[src/rtl/hash_pkg.sv]
// Shared op encoding and H3 hash helpers for the cuckoo-hash request path.
package hash_pkg;

  typedef enum logic [1:0] {
    OP_NOP    = 2'b00,
    OP_READ   = 2'b01,
    OP_WRITE  = 2'b10,
    OP_DELETE = 2'b11
  } op_e;

  localparam int STAT_W = 16;

  // H3 matrix entry for table t, key bit b (before reduction to the address width).
  function automatic int h3_const(input int t, input int b);
    return (b + 1) * (2 * t + 3) + t;
  endfunction

  // XOR of the H3 entries of every set key bit, reduced modulo 2^adr_w.
  function automatic logic [31:0] h3_hash(input logic [31:0] key, input int key_w,
                                          input int t, input int adr_w);
    logic [31:0] acc;
    acc = '0;
    for (int b = 0; b < key_w; b++) begin
      if (key[b[4:0]]) acc ^= 32'(h3_const(t, b));
    end
    return acc & ((32'd1 << adr_w) - 32'd1);
  endfunction

endpackage

[src/rtl/hash_request_fifo.sv]
// Generic synchronous FIFO with async active-high reset; DEPTH must be a power of 2.
module request_fifo #(
  parameter int WIDTH = 8,
  parameter int DEPTH = 4
) (
  input  logic                     clk,
  input  logic                     rst,
  input  logic                     push_i,
  input  logic                     pop_i,
  input  logic [WIDTH-1:0]         din_i,
  output logic [WIDTH-1:0]         dout_o,
  output logic                     full_o,
  output logic                     empty_o,
  output logic [$clog2(DEPTH):0]   count_o
);

  localparam int AW = $clog2(DEPTH);

  logic [WIDTH-1:0] mem [DEPTH];
  logic [AW-1:0]    wr_ptr_q, wr_ptr_d, rd_ptr_q, rd_ptr_d;
  logic [AW:0]      count_q, count_d;
  logic             do_push, do_pop;

  assign full_o  = (count_q == (AW+1)'(DEPTH));
  assign empty_o = (count_q == '0);
  assign count_o = count_q;
  assign dout_o  = mem[rd_ptr_q];
  assign do_push = push_i && !full_o;
  assign do_pop  = pop_i && !empty_o;

  always_comb begin
    // Pointers wrap naturally because DEPTH is a power of 2.
    wr_ptr_d = wr_ptr_q + AW'(do_push);
    rd_ptr_d = rd_ptr_q + AW'(do_pop);
    count_d  = count_q;
    if (do_push && !do_pop)      count_d = count_q + 1'b1;
    else if (!do_push && do_pop) count_d = count_q - 1'b1;
  end

  always_ff @(posedge clk or posedge rst) begin
    if (rst) begin
      wr_ptr_q <= '0;
      rd_ptr_q <= '0;
      count_q  <= '0;
    end else begin
      wr_ptr_q <= wr_ptr_d;
      rd_ptr_q <= rd_ptr_d;
      count_q  <= count_d;
    end
  end

  // NOTE: storage is not reset; the count and pointers alone decide which entries are valid.
  always_ff @(posedge clk) begin
    if (do_push) mem[wr_ptr_q] <= din_i;
  end

endmodule

[src/rtl/hash_request_stage.sv]
// Request FIFO + H3 hash + registered command output for the cuckoo-hash controller.
// Optional request statistics counters are built when REQ_STATS_EN is defined.
module hash_request_stage
  import hash_pkg::*;
#(
  parameter int KEY_WIDTH           = 4,
  parameter int DATA_WIDTH          = 8,
  parameter int NUMBER_OF_TABLES    = 3,
  parameter int HASH_TABLE_MAX_SIZE = 4,
  parameter int FIFO_DEPTH          = 4
) (
  input  logic                          clk,
  input  logic                          rst,
  input  logic                          req_valid_i,
  output logic                          req_ready_o,
  input  logic [KEY_WIDTH-1:0]          req_key_i,
  input  logic [DATA_WIDTH-1:0]         req_data_i,
  input  logic [1:0]                    req_op_i,
  input  logic                          ctrl_ready_i,
  output logic [KEY_WIDTH-1:0]          key_o,
  output logic [DATA_WIDTH-1:0]         data_o,
  output logic [NUMBER_OF_TABLES-1:0][HASH_TABLE_MAX_SIZE-1:0] hash_adr_o,
  output logic [1:0]                    delete_write_read_o,
  output logic [$clog2(FIFO_DEPTH):0]   fifo_count_o
`ifdef REQ_STATS_EN
  ,
  output logic [STAT_W-1:0]             stat_accepted_o,
  output logic [STAT_W-1:0]             stat_stall_o
`endif
);

  localparam int ENTRY_W = KEY_WIDTH + DATA_WIDTH + 2;

  logic [ENTRY_W-1:0]    head;
  logic [KEY_WIDTH-1:0]  head_key;
  logic [DATA_WIDTH-1:0] head_data;
  op_e                   head_op;
  logic                  fifo_full, fifo_empty, push, load;
  logic [NUMBER_OF_TABLES-1:0][HASH_TABLE_MAX_SIZE-1:0] head_hash;

  logic [KEY_WIDTH-1:0]  key_q, key_d;
  logic [DATA_WIDTH-1:0] data_q, data_d;
  logic [NUMBER_OF_TABLES-1:0][HASH_TABLE_MAX_SIZE-1:0] hash_q, hash_d;
  op_e                   op_q, op_d;

  assign req_ready_o = !fifo_full && !rst;
  // NOP requests are acknowledged but never buffered.
  assign push = req_valid_i && req_ready_o && (op_e'(req_op_i) != OP_NOP);
  assign load = !fifo_empty && ((op_q == OP_NOP) || ctrl_ready_i);

  request_fifo #(.WIDTH(ENTRY_W), .DEPTH(FIFO_DEPTH)) u_fifo (
    .clk     (clk),
    .rst     (rst),
    .push_i  (push),
    .pop_i   (load),
    .din_i   ({req_key_i, req_data_i, req_op_i}),
    .dout_o  (head),
    .full_o  (fifo_full),
    .empty_o (fifo_empty),
    .count_o (fifo_count_o)
  );

  assign head_key  = head[ENTRY_W-1 -: KEY_WIDTH];
  assign head_data = head[2 +: DATA_WIDTH];
  assign head_op   = op_e'(head[1:0]);

  for (genvar t = 0; t < NUMBER_OF_TABLES; t++) begin : g_hash
    assign head_hash[t] = HASH_TABLE_MAX_SIZE'(
      h3_hash(32'(head_key), KEY_WIDTH, t, HASH_TABLE_MAX_SIZE));
  end

  always_comb begin
    // NOTE: every signal gets a hold default first so no path leaves it unassigned (no latches).
    key_d  = key_q;
    data_d = data_q;
    hash_d = hash_q;
    op_d   = op_q;
    if (load) begin
      key_d  = head_key;
      data_d = head_data;
      hash_d = head_hash;
      op_d   = head_op;
    end else if (ctrl_ready_i) begin
      op_d   = OP_NOP;
    end
  end

  always_ff @(posedge clk or posedge rst) begin
    if (rst) begin
      key_q  <= '0;
      data_q <= '0;
      hash_q <= '0;
      op_q   <= OP_NOP;
    end else begin
      key_q  <= key_d;
      data_q <= data_d;
      hash_q <= hash_d;
      op_q   <= op_d;
    end
  end

  assign key_o               = key_q;
  assign data_o              = data_q;
  assign hash_adr_o          = hash_q;
  assign delete_write_read_o = op_q;

`ifdef REQ_STATS_EN
  logic [STAT_W-1:0] accepted_q, accepted_d, stall_q, stall_d;

  always_comb begin
    accepted_d = accepted_q;
    stall_d    = stall_q;
    if (push && (accepted_q != '1))                      accepted_d = accepted_q + 1'b1;
    if (req_valid_i && !req_ready_o && (stall_q != '1))  stall_d    = stall_q + 1'b1;
  end

  always_ff @(posedge clk or posedge rst) begin
    if (rst) begin
      accepted_q <= '0;
      stall_q    <= '0;
    end else begin
      accepted_q <= accepted_d;
      stall_q    <= stall_d;
    end
  end

  assign stat_accepted_o = accepted_q;
  assign stat_stall_o    = stall_q;
`endif

endmodule
[config.mk]
export PLATFORM = sky130hd
export DESIGN_NAME = hash_request_stage
export DESIGN_NICKNAME = d
export VERILOG_FILES = /design/src/rtl/hash_pkg.sv /design/src/rtl/hash_request_fifo.sv /design/src/rtl/hash_request_stage.sv
export SDC_FILE = /design/constraint.sdc
export NUM_CORES = 1
export LEC_CHECK = 0
export ABC_CLOCK_PERIOD_IN_PS = 2800
export CAP_MARGIN = 20
export CORE_MARGIN = 1
export CORE_UTILIZATION = 53
export DETAILED_ROUTE_END_ITERATION = 8
export GPL_TIMING_DRIVEN = 0
export PLACE_DENSITY = 0.78
export SLEW_MARGIN = 20
export SYNTH_ARGS = -nofsm -noshare
export SYNTH_HDL_FRONTEND = slang
export SYNTH_SLANG_ARGS = --single-unit
[constraint.sdc]
create_clock -name clk -period 2.8 [get_ports clk]
set_input_delay 0.42 -clock clk [delete_from_list [all_inputs] [get_ports clk]]
set_output_delay 0.42 -clock clk [all_outputs]
set_load 0.02 [all_outputs]
Word-level counts from Yosys, hierarchy flattened
Memories as Yosys holds them, arrays and structs flattened.
Cells that the tools add are included.
{ "op_classes": {"bitwise_logic": 7, "n_reduce_logical": 19, "add_sub_neg": 4, "mux": 16, "n_eq_ne": 1} }
{ "ops": {"columns": ["cell", "count"], "rows": [
  ["$mux 4", 5],
  ["$mux 3", 6],
  ["$not 3->3", 3],
  ["$logic_and 1x1->1", 8],
  ["$not 2->2", 4],
  ["$mux 2", 3],
  ["$reduce_bool 2->1", 3],
  ["$logic_not 1->1", 5],
  ["$add 2x1->2", 2],
  ["$add 3x1->3 const B", 1],
  ["$eq 3x3->1 const B", 1],
  ["$logic_not 3->1", 1],
  ["$sub 3x1->3 const B", 1],
  ["$logic_not 2->1", 1],
  ["$mux 1", 2],
  ["$logic_or 1x1->1", 1]
]} }
{ "totals": {"ramBits": 56, "register_bits": 33, "output_inout_bits": 30, "in_bits": 18, "mem_count": 1} }
{ "mem_list": {"columns": ["name", "words", "word_bits", "read_ports", "rd_ports_with_merged_regs", "write_ports", "line", "text"], "rows": [
  ["u_fifo.mem", 4, 14, 1, 0, 1, "hash_request_fifo.sv:19", "logic [WIDTH-1:0] mem [DEPTH];"]
]} }

Depth between registers and ports, before layout
{ "logic_depth": {"word_depth": 10, "depth_mapped": 9, "mapped_depth_nobuf": 8} }

Cells and area by module
A second synthesis with hierarchy kept.
{ "hier_totals": {"cells_unflattened": 163, "area_unflattened_um2": 3309.4} }
{ "by_module_without_submodules": {"columns": ["module", "area_each_um2", "instances", "cells_per_inst"], "rows": [
  ["request_fifo", 2411.1, 1, 103],
  ["hash_request_stage", 898.4, 1, 60]
]} }

Worst setup path before layout
OpenSTA, ideal clock, no wires.
{ "synth_timing": {"kind": "register -> register", "startpoint": "reg u_fifo.count_q[0] (netlist: u_fifo.count_o[0])", "endpoint": "mem u_fifo.mem[0][0] (netlist bit), enable pin", "n_path_buf": 0, "t_required_ps": 2394, "t_arrival_ps": 2218, "stages_incl_launch_ff": 4, "setup_slack_ps": 176, "cell_sequence": "dfrtp_1 > nor2_1 > a211oi_1 > nor3b_1"} }
{ "synth_via": {"elab_chain_len": 8} }
{ "synth_lines": {"columns": ["item", "line", "text"], "rows": [
  ["start: declaration", "hash_request_fifo.sv:21", "logic [AW:0] count_q, count_d;"],
  ["start signal: assignment", "hash_request_fifo.sv:48", "count_q <= count_d;"],
  ["$eq 3x3->1 *", "hash_request_fifo.sv:24", "assign full_o = (count_q == (AW+1)'(DEPTH));"],
  ["$logic_not 1->1 *", "hash_request_fifo.sv:28, hash_request_stage.sv:46", null],
  ["$logic_and 1x1->1", "hash_request_stage.sv:46", "assign req_ready_o = !fifo_full && !rst;"],
  ["$logic_and 1x1->1 (2 in series)", "hash_request_stage.sv:48", "assign push = req_valid_i && req_ready_o && (op_e'(req_op_i) != OP_NOP);"],
  ["$logic_and 1x1->1 *", "hash_request_fifo.sv:28", "assign do_push = push_i && !full_o;"],
  ["$mux 1 *", "hash_request_fifo.sv:54", "if (do_push) mem[wr_ptr_q] <= din_i;"],
  ["$mux 1 (implied by the code) *", "hash_request_fifo.sv:54", null],
  ["end: declaration", "hash_request_fifo.sv:19", null]
]} }
Every way passes the cells marked *; elsewhere a longest branch is shown, timed or not.

Worst setup path in the final report
{ "layout_timing": {"startpoint": "in req_op_i[1]", "endpoint": "reg u_fifo.count_q[2] (netlist: u_fifo.count_o[2])"} }
{ "layout_via": {"elab_chain_len": 6, "elab_cells_between_ends": 8, "classes_between": "1 x mux; 7 x reduce/logical"} }
{ "layout_lines": {"columns": ["item", "line", "text"], "rows": [
  ["start: declaration", "hash_request_stage.sv:18", "input logic [1:0] req_op_i,"],
  ["$reduce_bool 2->1 *", "hash_request_stage.sv:48", null],
  ["$logic_and 1x1->1 *", "hash_request_stage.sv:48", null],
  ["$logic_and 1x1->1 *", "hash_request_fifo.sv:28", null],
  ["$logic_not 1->1", "hash_request_fifo.sv:37", "else if (!do_push && do_pop) count_d = count_q - 1'b1;"],
  ["$logic_and 1x1->1", "hash_request_fifo.sv:37", null],
  ["$reduce_bool 2->1 (no line)", null, null]
]} }
Marks and branches as above.
A chain may end at the register's enable or synchronous reset.

==> metrics.md <==
| Metric | Value |
|---|---|
| Peak VDD IR | `roughly 0.57 mV` |
| GPL Wtd Cong | `about 0.65` |
| Nets | `243` |
| Critical path's top delay family | `compound AO/OA/AOI/OAI gates` |
| Pwr/cell area | `approximately 1100 mW/mm2` |
| Max_slew headroom | `46.61%` |
| Number of port buffers | `47` |
| CTS Sinks | `82` |
| Row cnt | `27` |
| Syn Area/Cell | `19.83 um2` |
| Largest net degree at the start of global routing | `27` |
| Slowest stage cell, crit path | `a211oi_1` |
| Drt pass-1 iters | `4` |
| Final period util | `93.81%` |
| Share of the synthesized area in the top cell type | `roughly 53%` |
| Die Ht | `about 80 um` |
| Netlist cell types | `22` |
| Share of cells above drive strength 1 | `between 20% and 30%` |
| Initial core utilization | `around 57%` |
| Initial drt markers | `44` |
| Cts repair resizes | `0` |
| FILL cells | `368` |
| CTS HTree Levels | `3` |
| Initial antenna violation count | `0` |
| WL final | `between 5000 and 6000 um` |
| Clk slew on worst S/H paths | `~0.070 ns` |
| Yosys top cell by area | `edfxtp_1` |
| Max Cap Violations | `0` |
| N_diodes | `0` |
| Cell Area, Synth | `~0.0032 mm2` |
| TritonCTS clock tree | `built` |
| Clock tree buffer depth | `2` |
| RSZ-0062 raised after global routing | `no` |
| Finished Layout Cells | `298` |
| Cell count after synthesis | `between 150 and 200` |
| DP Cell Count | `~280` |
| First-pass GRT wire length | `8418 um` |
| Reg2reg path depth | `9` |
| Stages on the worst setup path | `9` |
| FMAX | `approximately 0.38 GHz` |
| CP startpoint kind | `input pin` |
| GRT Residual Overflow | `0` |
| Die W | `between 70 and 80 um` |
| CTS Root Buffer Type | `clkbuf_8` |
| Core Region | `approximately 0.0056 mm2` |
| Yosys warnings | `0` |
| Routed vias/inst | `5.399` |
| Min cycle time layout | `~2.6 ns` |
| Routed via count | `around 1600` |
| Hold buffer count at CTS | `0` |
| Register area share after synthesis | `~73%` |
| Main area contributors after synthesis | `edfxtp_1 53%, dfrtp_1 20%, mux4_2 9.9%` |
| Area growth syn-to-layout | `24.37%` |
| Hold WC Path Type | `input pin to async pin` |
| Most used cell, CP | `xor2_1` |
| Setup bufs post-CTS | `0` |
| Worst Setup Path Type | `input pin to flop` |
| Final hold vios | `0` |
| Die area | `around 0.0063 mm2` |
| Critical Path Max Stage Delay | `about 0.6 ns` |
| Worst-path maximum fanout | `6` |
| DRC violations left | `0` |
| GRT Total Usage | `19.18%` |
| Pleak | `about 1.5 nW` |
| Crit path buf inv count | `2` |
| Status | `finished clean` |
| Vias in the first global route | `roughly 1800` |
| Reg area | `0.002332 mm2` |
| HPWL after detailed placement | `between 3000 and 4000 um` |
| Worst path required time | `3.07 ns` |
| Worst setup EP type | `flop` |
| Max Slew Vio Count | `0` |
| Worst Clk Skew | `around 0.0051 ns` |
| Final Setup Violations | `0` |
| Total chip power | `~0.0044 W` |
| Crit path cell chain | `clkdlybuf4s50_1 -> o21ai_0 -> a211oi_1 -> ha_1 -> inv_1 -> fa_1 -> xor2_1 -> nor2_1 -> xor2_1` |
| Wire per inst | `between 15 and 20 um` |
| Routed Antenna Nets | `0` |
| Worst-Skew Late Latency | `about 0.34 ns` |
| Register bit total from synthesis | `slightly above 80` |
| Multi-input gate area | `around 760 um2` |
| CP Data Arrival Time | `2.89 ns` |
| CTS buffer count | `9` |
| IO Count | `between 40 and 50` |
| Net count after synthesis | `between 150 and 200` |
| Actual slew at the worst max-slew pin | `about 0.80 ns` |
worst paths after layout:
kind                                                     from  slack (ns)                             to
worst max register to register  u_fifo.count_o[0]$_DFFE_PP0P_        0.30  u_fifo.count_o[2]$_DFFE_PP0P_
worst min register to register           key_o[0]$_DFFE_PP0P_        0.51           key_o[0]$_DFFE_PP0P_
worst min-delay path                                      rst        0.40     hash_adr_o[10]$_DFFE_PP0P_
min in group clk                         key_o[0]$_DFFE_PP0P_        0.51           key_o[0]$_DFFE_PP0P_
max in group asynchronous                                 rst        1.98   u_fifo.rd_ptr_q[1]$_DFF_PP0_
worst max-delay path                              req_op_i[1]        0.17  u_fifo.count_o[2]$_DFFE_PP0P_
metal layers:
| metal | global-route usage (%) | up-vias | part of all wire, % |
|---|---|---|---|
| met3 | 3.771 | 11 | 3.2 |
| li1 | - | 734 | - |
| met1 | 20.88 | 822 | 39 |
| met4 | 10.18 | 0 | 2.0 |
| met5 | 0 | - | 0 |
| met2 | 34.96 | 42 | 55 |
cell usage after synthesis, drive strengths merged:
| cell | n |
|---|---|
| a21oi | 1 |
| a211oi | 1 |
| o21ai | 4 |
| mux4 | 14 |
| fa | 1 |
| and3b | 2 |
| mux2 | 18 |
| nor2 | 3 |
| edfxtp | 56 |
| ha | 3 |
| nand2b | 1 |
| or3 | 1 |
| nor3b | 1 |
| nand3 | 1 |
| inv | 5 |
| and3 | 1 |
| xor2 | 9 |
| buf | 12 |
| dfrtp | 26 |
| xnor2 | 1 |
cells by family (layout without fill, tap and decap cells):
logic type | count (synthesis) | in the layout | synth area share, %
and+or+nand+nor | 10 | 10 | 1.881
xor gates and xnor gates | 10 | 10 | 2.743
AOI/OAI and AO/OA | 6 | 6 | 1.019
buffers and inverters | 17 | 82 | 3.292
muxes | 32 | 32 | 16.22
adders and majority gates | 4 | 4 | 1.803
DFF | 82 | 82 | 73.04
worst reg2reg max path: cells and delay by family (launching register included):
family,cells,cell delay [ns]
AO/OA/AOI/OAI,1,0.11
adder cells (fa/ha/maj),2,0.61
buffers and inverters,2,0.38
XOR/XNOR,2,0.32
AND/OR/NAND/NOR,2,0.56
flip-flops,1,0.46
report_power, final:
group	internal (W)	total (W)	switching, W
registers	0.00158	0.00177	0.000186
logic	0.000990	0.00180	0.000805
clock network	0.000429	0.000808	0.000379
total	0.00300	0.00437	0.00137
layout make-up:
type	count	share of cell area, %
Multi-Input combinational cell	62	19.16
Tap cell	72	2.268
Inverter	5	0.4726
Clock buffer	12	3.655
Clock inverter	4	1.040
Timing Repair Buffer	49	12.51
Buffer	12	2.174
Sequential cell	82	58.73
registers in the layout, summed over array words and instances, names as in the netlist:
name	flops
u_fifo.mem	56
u_fifo.rd_ptr_q	2
u_fifo.count_o	3
hash_adr_o	5
u_fifo.wr_ptr_q	2
delete_write_read_o	2
data_o	8
key_o	4
metrics by stage:
step	hold WS, ns	cell area, um2	setup TNS [ns]	setup slack [ns]	util, %
final	0.3999	3971	0	0.1734	70.39
after global routing	0.4277	3971	0	0.01703	70.39
after CTS	0.5144	3956	0	0.2027	70.13
after detailed placement	0.4977	3770	-3.270	-0.1601	66.82
after global placement	0.4885	3754	-14.53	-1.038	66.53
after floorplan	0.4600	3193	0	0.1755	-
placed cells by master (no fill, tap or decap), types with 2 or more instances in the layout:
master | netlist | layout
and3b_1 | 2 | 2
buf_2 | 3 | 3
buf_4 | 8 | 8
buf_6 | 1 | 2
clkbuf_1 | 0 | 2
clkbuf_8 | 0 | 10
clkdlybuf4s50_1 | 0 | 47
clkinv_1 | 0 | 4
dfrtp_1 | 26 | 26
edfxtp_1 | 56 | 56
ha_1 | 3 | 3
inv_1 | 5 | 4
mux2_2 | 18 | 18
mux4_2 | 14 | 14
nor2_1 | 3 | 3
o21ai_0 | 4 | 4
xor2_1 | 9 | 9
Note: power is estimated with default switching activity, not from simulation.
